===== config.mk =====
export PLATFORM = sky130hd
export DESIGN_NAME = mem_stage
export DESIGN_NICKNAME = d
export VERILOG_FILES = /design/src/rtl/pipe_pkg.sv /design/src/rtl/mem_stage_watchdog.sv /design/src/rtl/mem_stage.sv
export SDC_FILE = /design/constraint.sdc
export NUM_CORES = 1
export LEC_CHECK = 0
export ABC_AREA = 1
export CAP_MARGIN = 20
export CORE_ASPECT_RATIO = 0.9
export CORE_MARGIN = 8
export CORE_UTILIZATION = 40
export CTS_BUF_LIST = sky130_fd_sc_hd__clkbuf_8 sky130_fd_sc_hd__clkbuf_16
export DETAILED_ROUTE_END_ITERATION = 8
export PLACE_DENSITY_LB_ADDON = 0.25
export SYNTH_ARGS = -nofsm -noshare
export SYNTH_HDL_FRONTEND = slang
export SYNTH_SLANG_ARGS = --single-unit

===== constraint.sdc =====
create_clock -name clk -period 1.9 [get_ports clk]
set_input_delay 0.38 -clock clk [delete_from_list [all_inputs] [get_ports clk]]
set_output_delay 0.38 -clock clk [all_outputs]
set_load 0.03 [all_outputs]

===== src/rtl/pipe_pkg.sv =====
// Shared pipeline definitions: opcodes, MEM-stage FSM encoding,
// watchdog default and a small opcode helper.
package pipe_pkg;

    localparam int TIMEOUT_DEFAULT = 16;

    localparam logic [5:0] OP_ADD = 6'b000000;
    localparam logic [5:0] OP_BEQ = 6'b000100;
    localparam logic [5:0] OP_LW  = 6'b100011;
    localparam logic [5:0] OP_SW  = 6'b101011;

    typedef enum logic {
        ST_IDLE   = 1'b0,
        ST_ACCESS = 1'b1
    } mem_state_e;

    function automatic logic is_mem_op(input logic [5:0] op);
        return (op == OP_LW) || (op == OP_SW);
    endfunction

endpackage


===== src/rtl/mem_stage_watchdog.sv =====
// Counts ACCESS cycles; expired marks the last cycle the request
// may still be acknowledged before it is abandoned.
module mem_stage_watchdog
    import pipe_pkg::*;
#(
    parameter int TIMEOUT = TIMEOUT_DEFAULT
) (
    input  logic clk,
    input  logic reset,
    input  logic clear,
    input  logic en,
    output logic expired
);

    localparam int CW = $clog2(TIMEOUT + 1);

    logic [CW-1:0] cnt;

    always_ff @(posedge clk or negedge reset) begin
        if (!reset) begin
            cnt <= '0;
        end else if (clear) begin
            cnt <= '0;
        end else if (en && !expired) begin
            cnt <= cnt + CW'(1);
        end
    end

    assign expired = en && (cnt == CW'(TIMEOUT - 1));

endmodule


===== src/rtl/mem_stage.sv =====
// MEM pipeline stage: ALU pass-through, aligned LW/SW against a
// handshaked data memory, misalignment and timeout error reporting.
module mem_stage
    import pipe_pkg::*;
#(
    parameter int TIMEOUT = TIMEOUT_DEFAULT
) (
    input  logic        clk,
    input  logic        reset,
    input  logic        in_valid,
    output logic        in_ready,
    input  logic [31:0] alu_result,
    input  logic [31:0] store_data,
    input  logic [5:0]  opcode,
    input  logic [4:0]  rd,
    output logic        mem_req,
    output logic        mem_we,
    output logic [31:0] mem_addr,
    output logic [31:0] mem_wdata,
    input  logic        mem_ack,
    input  logic [31:0] mem_rdata,
    output logic        wb_valid,
    output logic        wb_we,
    output logic [4:0]  wb_rd,
    output logic [31:0] wb_data,
    output logic        err
);

    mem_state_e state, state_nx;

    logic        accept;
    logic        aligned;
    logic        mem_op;
    logic        expired;
    logic [4:0]  rd_q, rd_q_nx;

    logic        mem_req_nx, mem_we_nx;
    logic [31:0] mem_addr_nx, mem_wdata_nx;
    logic        wb_valid_nx, wb_we_nx, err_nx;
    logic [4:0]  wb_rd_nx;
    logic [31:0] wb_data_nx;

    assign in_ready = (state == ST_IDLE);
    assign accept   = in_valid && in_ready;
    assign aligned  = (alu_result[1:0] == 2'b00);
    assign mem_op   = is_mem_op(opcode);

    mem_stage_watchdog #(
        .TIMEOUT (TIMEOUT)
    ) u_watchdog (
        .clk     (clk),
        .reset   (reset),
        .clear   (state == ST_IDLE),
        .en      (state == ST_ACCESS),
        .expired (expired)
    );

    always_ff @(posedge clk or negedge reset) begin
        if (!reset) begin
            state <= ST_IDLE;
        end else begin
            state <= state_nx;
        end
    end

    always_comb begin
        state_nx = state;
        unique case (state)
            ST_IDLE: begin
                if (accept && mem_op && aligned) begin
                    state_nx = ST_ACCESS;
                end
            end
            ST_ACCESS: begin
                if (mem_ack || expired) begin
                    state_nx = ST_IDLE;
                end
            end
            default: state_nx = ST_IDLE;
        endcase
    end

    // Next values of the registered outputs; an ack beats a same-cycle timeout.
    always_comb begin
        mem_req_nx   = mem_req;
        mem_we_nx    = mem_we;
        mem_addr_nx  = mem_addr;
        mem_wdata_nx = mem_wdata;
        rd_q_nx      = rd_q;
        wb_valid_nx  = 1'b0;
        wb_we_nx     = 1'b0;
        err_nx       = 1'b0;
        wb_rd_nx     = wb_rd;
        wb_data_nx   = wb_data;

        if (state == ST_IDLE) begin
            if (accept) begin
                unique case (1'b1)
                    (opcode == OP_ADD): begin
                        wb_valid_nx = 1'b1;
                        wb_we_nx    = (rd != 5'd0);
                        wb_rd_nx    = rd;
                        wb_data_nx  = alu_result;
                    end
                    (opcode == OP_BEQ): begin
                        wb_valid_nx = 1'b1;
                        wb_rd_nx    = rd;
                        wb_data_nx  = alu_result;
                    end
                    (mem_op && !aligned): begin
                        wb_valid_nx = 1'b1;
                        err_nx      = 1'b1;
                        wb_rd_nx    = rd;
                        wb_data_nx  = alu_result;
                    end
                    (mem_op && aligned): begin
                        mem_req_nx   = 1'b1;
                        mem_we_nx    = (opcode == OP_SW);
                        mem_addr_nx  = alu_result;
                        mem_wdata_nx = store_data;
                        rd_q_nx      = rd;
                    end
                    default: ;
                endcase
            end
        end else begin
            if (mem_ack) begin
                mem_req_nx  = 1'b0;
                mem_we_nx   = 1'b0;
                wb_valid_nx = 1'b1;
                wb_rd_nx    = rd_q;
                wb_we_nx    = !mem_we && (rd_q != 5'd0);
                wb_data_nx  = mem_we ? mem_addr : mem_rdata;
            end else if (expired) begin
                mem_req_nx  = 1'b0;
                mem_we_nx   = 1'b0;
                wb_valid_nx = 1'b1;
                err_nx      = 1'b1;
                wb_rd_nx    = rd_q;
                wb_data_nx  = mem_addr;
            end
        end
    end

    always_ff @(posedge clk or negedge reset) begin
        if (!reset) begin
            mem_req   <= 1'b0;
            mem_we    <= 1'b0;
            mem_addr  <= '0;
            mem_wdata <= '0;
            rd_q      <= '0;
            wb_valid  <= 1'b0;
            wb_we     <= 1'b0;
            wb_rd     <= '0;
            wb_data   <= '0;
            err       <= 1'b0;
        end else begin
            mem_req   <= mem_req_nx;
            mem_we    <= mem_we_nx;
            mem_addr  <= mem_addr_nx;
            mem_wdata <= mem_wdata_nx;
            rd_q      <= rd_q_nx;
            wb_valid  <= wb_valid_nx;
            wb_we     <= wb_we_nx;
            wb_rd     <= wb_rd_nx;
            wb_data   <= wb_data_nx;
            err       <= err_nx;
        end
    end

endmodule


==> flow_summary.json <==
{
  "outcome": "finished, final reports clean",
  "fin_crit_sh_pct": 99.91,
  "yosysWarnings": 0,
  "fillerInstances": 1150,
  "critPathCaptureType": "output pin",
  "regArea_sq_mm": 0.002929,
  "fin_hold_ws_ns": 0.3409,
  "max-vdd-ir-drop_uv": 832.2,
  "critPathRequiredTime_ns": 1.52,
  "die_w_um": 139.5,
  "power_leakage_nw": 4.285,
  "synth_cell_types": 21,
  "grt-ovfl-total": 0,
  "hp-class": "in -> async",
  "first_iter_violations": 295,
  "initial_utilization_pct": 41.11,
  "synthesis.area_sq_mm": 0.005494,
  "cts_tree": "done",
  "clock_skew_ns": 0.006781,
  "path_buf_inv": 1,
  "vias": 5253,
  "setup_tns_ns": 0,
  "io-pin-count": 218,
  "hpwl_um": 12220,
  "finalNonFillerCells": 1113,
  "port_buffers": 217,
  "synth_top_area_share_pct": 53.29,
  "grt_max_degree": 68,
  "htreeDepth": 4,
  "relSlewSlack_pct": 63.65,
  "multiInputGateArea_sq_mm": 0.002027,
  "cp_top_family": "buffers and inverters",
  "first_pass_iters": 4,
  "yosys.area_share.adder_pct": 0.4555,
  "syn2layout_area_growth_pct": 57.12,
  "dp.cells": 1077,
  "p_per_area_mw_per_mm2": 983.8,
  "drcViolationCount": 0,
  "fin_nets": 1045,
  "cp.arrival_ns": 1.52,
  "syn_area_per_cell_sq_um": 7.738,
  "worstSkewPairLatency_ns": 0.41,
  "design.die.area_sq_mm": 0.01775,
  "final_layout_size_suffix_gt1_share_pct": 7.407,
  "synth_area_leader_cell": "dfrtp_1",
  "r2r-start": "u_watchdog.cnt[1]",
  "cp_slowest_cell": "clkdlybuf4s50_1",
  "routedWlPerCell_um": 15.55,
  "ant_nets": 0,
  "worstSetupPathType": "reg -> out",
  "post-place-ws_ns": -0.07470,
  "netlist_instances": 710,
  "cts.sinks": 117,
  "slew_viol_final": 0,
  "synth.area.top_cells": "dfrtp_1 (53%), nand2_1 (16%), inv_1 (5.6%)",
  "cp_max_fo": 2,
  "worstPathCellList": "clkdlybuf4s50_1",
  "r2r_cells": 12,
  "ctsRootBufferMaster": "clkbuf_16",
  "ys_ff_latch": 117,
  "hold_violations": 0,
  "grt_pass1_vias": 5322,
  "worstMarginPinSlew_ns": 0.5452,
  "rr_endpoint": "wb_data[30]",
  "rsz0062_at_grt": "yes",
  "core_sq_mm": 0.01336,
  "cts_buffer_depth": 2,
  "worst_path_largest_cell_delay_ns": 0.73,
  "die_h_um": 127.2,
  "fmax_mhz": 526.8,
  "synth_top_family_by_area": "simple AND/OR/NAND/NOR gates",
  "vias_per_cell": 4.720,
  "rows": 40,
  "setup_ws_ns": 0.001753,
  "yosysSeqAreaShare_pct": 53.29,
  "synth_xor_xnor_area_share_pct": 0,
  "drv_cap": 0,
  "antenna_found_initial": 0,
  "synthMuxAreaShare_pct": 0,
  "r2r_setup_slack_ns": 0.14,
  "path_clk_slew_ns": 0.05,
  "synth-compound-area-share_pct": 10.59,
  "cts_buffers": 17,
  "syn_nets": 823,
  "wl_um": 17310,
  "start_kind": "flop",
  "yosys.area_share.simple_pct": 25.32,
  "grt_pass1_wl_um": 27500,
  "timing.final.crit_period_ns": 1.898,
  "gp_congestion": 0.7991,
  "setup_violations": 0,
  "n_antenna_cell": 0,
  "grt_usage_pct": 19.36
}
worst max-delay path by stage:
stage,depth (start not counted),from,slack [ns],end
after floorplan,12,u_watchdog.cnt[0],0.10,wb_data[10]
after global placement,9,opcode[1],-0.02,wb_data[6]
after detailed placement,9,opcode[1],-0.07,wb_data[15]
after CTS,1,mem_addr[4],0.003,mem_addr[4]
after global routing,1,wb_data[29],-0.02,wb_data[29]
final,1,wb_data[29],0.002,wb_data[29]
timing repair:
action	4_1_cts	5_1_grt
hold endpoints to repair	6	0
buffers inserted	0	1
pin swaps	0	3
setup endpoints to repair	2	47
gates resized for setup	2	18
cloned	0	2
hold buffers	1	0
synthesized netlist by cell type:
master      n
nand2_1   231
dfrtp_1   117
inv_1      82
nor2_1     68
o21ai_0    61
nand3_1    43
a21oi_1    32
buf_2      22
o21ai_1    19
clkbuf_1    7
buf_4       6
buf_6       6
inv_2       3
ha_1        2
nand4_1     2
nor2_2      2
nor3_1      2
o22ai_1     2
a22o_1      1
nand4_2     1
or3_1       1
report_power, final:
| group | leakage, nW | switching (W) | internal (W) |
|---|---|---|---|
| combinational | 2.54 | 0.00124 | 0.000937 |
| sequential | 1.43 | 0.000185 | 0.00282 |
| clock | 0.313 | 0.00109 | 0.00222 |
| total | 4.28 | 0.00251 | 0.00598 |
cell usage in the layout, fill, tap and decap left out, types with 2 or more instances in the layout:
cell type / instances
o21ai_0: 61
clkinv_2: 5
nor2_1: 68
dlymetal6s2s_1: 7
nor2_2: 2
buf_4: 15
buf_12: 8
buf_8: 2
nand2_1: 229
nand3_1: 42
o21ai_1: 19
inv_1: 83
nand4_1: 2
clkbuf_16: 18
dlygate4sd2_1: 2
o22ai_1: 2
a21oi_1: 32
inv_2: 3
clkdlybuf4s50_1: 207
nor3_1: 2
clkbuf_8: 5
ha_2: 2
dfrtp_1: 116
bufinv_16: 3
flip-flops by register name, indices dropped and copies added (netlist names):
register and count:
err 1, mem_addr 32, mem_req 1, mem_wdata 32, mem_we 1, rd_q 5
state 1, u_watchdog.cnt 5, wb_data 32, wb_rd 5, wb_valid 1, wb_we 1
metrics by stage:
| step | area, sq um | power, W | util (%) |
|---|---|---|---|
| after floorplan | 5494 | 0.004069 | - |
| after global routing | 8632 | 0.008872 | 64.60 |
| final | 8632 | 0.008492 | 64.60 |
| after global placement | 7915 | 0.005199 | 59.23 |
| after CTS | 8543 | 0.008583 | 63.93 |
| after detailed placement | 7915 | 0.005229 | 59.23 |
kinds of logic (layout without fill, tap and decap cells):
kind of cell    after synthesis  count (layout)
simple gates                350             350
buf+inv                     126             361
flops                       117             117
compound gates              115             115
fa+ha+maj                     2               2
per-layer routing:
layer	vias to the layer above	share of wire (%)	global-route usage (%)
li1	2653	-	-
met1	2387	43	22.48
met2	197	46	31.09
met3	16	10	9.382
met4	0	0.97	6.122
met5	-	0	0
layout make-up:
type,instances,share of cell area [%]
multi-input cells,467,23.48
flip-flops and latches,117,33.93
well taps,168,2.435
clock buffers,22,5.725
clock inverters,10,1.464
inverters,85,3.696
repair buffers,244,29.27
No activity file was read; power rests on OpenSTA's default activity.
==> RTL change, RTL diff (config.mk and constraints unchanged) <==
Set the package constant `TIMEOUT_DEFAULT` to 32 (it was 16).
--- a/src/rtl/pipe_pkg.sv
+++ b/src/rtl/pipe_pkg.sv
@@ -4,3 +4,3 @@
 
-    localparam int TIMEOUT_DEFAULT = 16;
+    localparam int TIMEOUT_DEFAULT = 32;
 
Function: no difference found for any inputs over 4 cycles, from zero or initial values and one cycle with reset low; that may be too few to reach the edited logic, so the function may still have changed.
==> RTL change against the original RTL <==
Total power shrank 5.9%. Sequential cell count is 1 higher. Routed wire length fell by 1.6%. Design area down 1.5%. Clock power shrank 16%. Combinational power barely moved. Synthesized area up 1.2%. Worst setup slack gained 0.040 ns. Largest power group is now registers. Highest routed layer unchanged.
==> RTL change: results (changes against the original RTL) <==
number of search-and-repair iterations in the first detailed-routing pass=5 (was 4); cells taking the most area after synthesis=sky130_fd_sc_hd__dfrtp_1 (53%), sky130_fd_sc_hd__nand2_1 (16%), sky130_fd_sc_hd__inv_1 (5.5%) (was sky130_fd_sc_hd__dfrtp_1 (53%), sky130_fd_sc_hd__nand2_1 (16%), sky130_fd_sc_hd__inv_1 (5.6%)); post-synthesis share of cell area spent on full adders, half adders and majority gates=0.2250% (was 0.4555%); largest net degree at the start of global routing=47 (was 68); Final HPWL DP=12.39 mm (was 12.22 mm); portion of the post-synthesis area used by sequential elements=53.11% (was 53.29%); synthesized-area fraction occupied by xor and xnor cells=0.4725% (was 0%); count of cells along the worst register-to-register path=9 (was 12); result of the run=finished clean (unchanged); first-pass GRT wire length=27.72 mm (was 27.50 mm); unique cell type count in the Yosys netlist=24 (was 21); Post-layout nets=1,047 (was 1,045); leakage power summed over all cells=4.269 nW (was 4.285 nW); share of the synthesized area in compound gates (AO/OA/AOI/OAI)=10.10% (was 10.59%); hold slack=0.4426 ns (was 0.3409 ns); worst reg-to-reg setup slack=0.25 ns (was 0.14 ns); Detailed Route Iter0 Violations=249 (was 295); number of global-route vias before repair=5,239 (was 5,322); GR met3 Demand/Resource=10.39% (was 9.382%); Arr. time, crit path=1.48 ns (was 1.52 ns); placement-stage worst setup slack=-0.05521 ns (was -0.07470 ns); most used standard cells in the synthesized netlist=sky130_fd_sc_hd__nand2_1 (233), sky130_fd_sc_hd__dfrtp_1 (118), sky130_fd_sc_hd__inv_1 (81) (was sky130_fd_sc_hd__nand2_1 (231), sky130_fd_sc_hd__dfrtp_1 (117), sky130_fd_sc_hd__inv_1 (82)); fraction of layout cells with a size suffix above 1=6.025% (was 7.407%); startpoint of the worst setup timing path=mem_wdata[11]$_DFFE_PN0P_ (was wb_data[29]$_DFFE_PN0P_); largest registers ranked by flip-flop count=mem_addr x32, mem_wdata x32, wb_data x32 (unchanged); WL met1=7.386 mm (was 7.440 mm); clock skew=0.008561 ns (was 0.006781 ns); post-synth net total=831 (was 823); buffer type at the clock tree root=sky130_fd_sc_hd__clkbuf_16 (unchanged); Via-to-Cell Ratio=4.708 (was 4.720); met1 global-route usage=24.06% (was 22.48%); relative max-transition margin=69.55% (was 63.65%); post-detailed-route wirelength per cell=15.23 um (was 15.55 um); global-route total usage across every layer=19.37% (was 19.36%); crit path to=mem_wdata[11] (was wb_data[29])
[RTL change: stage by stage]
stage | cell area, sq um | instances
after detailed placement | 7965 | 1087
final | 8504 | 1118
after global routing | 8504 | 1118
after global placement | 7965 | 1087
after floorplan | 5560 | 719
after CTS | 8484 | 1118
[RTL change: layout make-up]
class                   count  area share (%)
repair buffers            239           28.73
flip-flops and latches    118           34.74
clock buffers              20           5.488
clock inverters            10          0.5149
well taps                 172           2.531
multi-input cells         477           24.38
inverters                  82           3.619
[RTL change: power groups by stage]
stage	combinational (mW)	clock [mW]	sequential, mW
5_1_grt	2.34	2.95	3.09
6_report	2.18	2.77	3.04
4_1_cts	2.22	2.83	3.05
3_3_place_gp	2.19	0	3.08
3_5_place_dp	2.21	0	3.08
2_1_floorplan	0.414	0	3.71
[RTL change: timing repair]
action | 4_1_cts | 5_1_grt
endpoints found under the hold margin | 19 | 0
setup endpoints to repair | 1 | 8
hold buffers | 1 | 0
resized for setup | 1 | 8
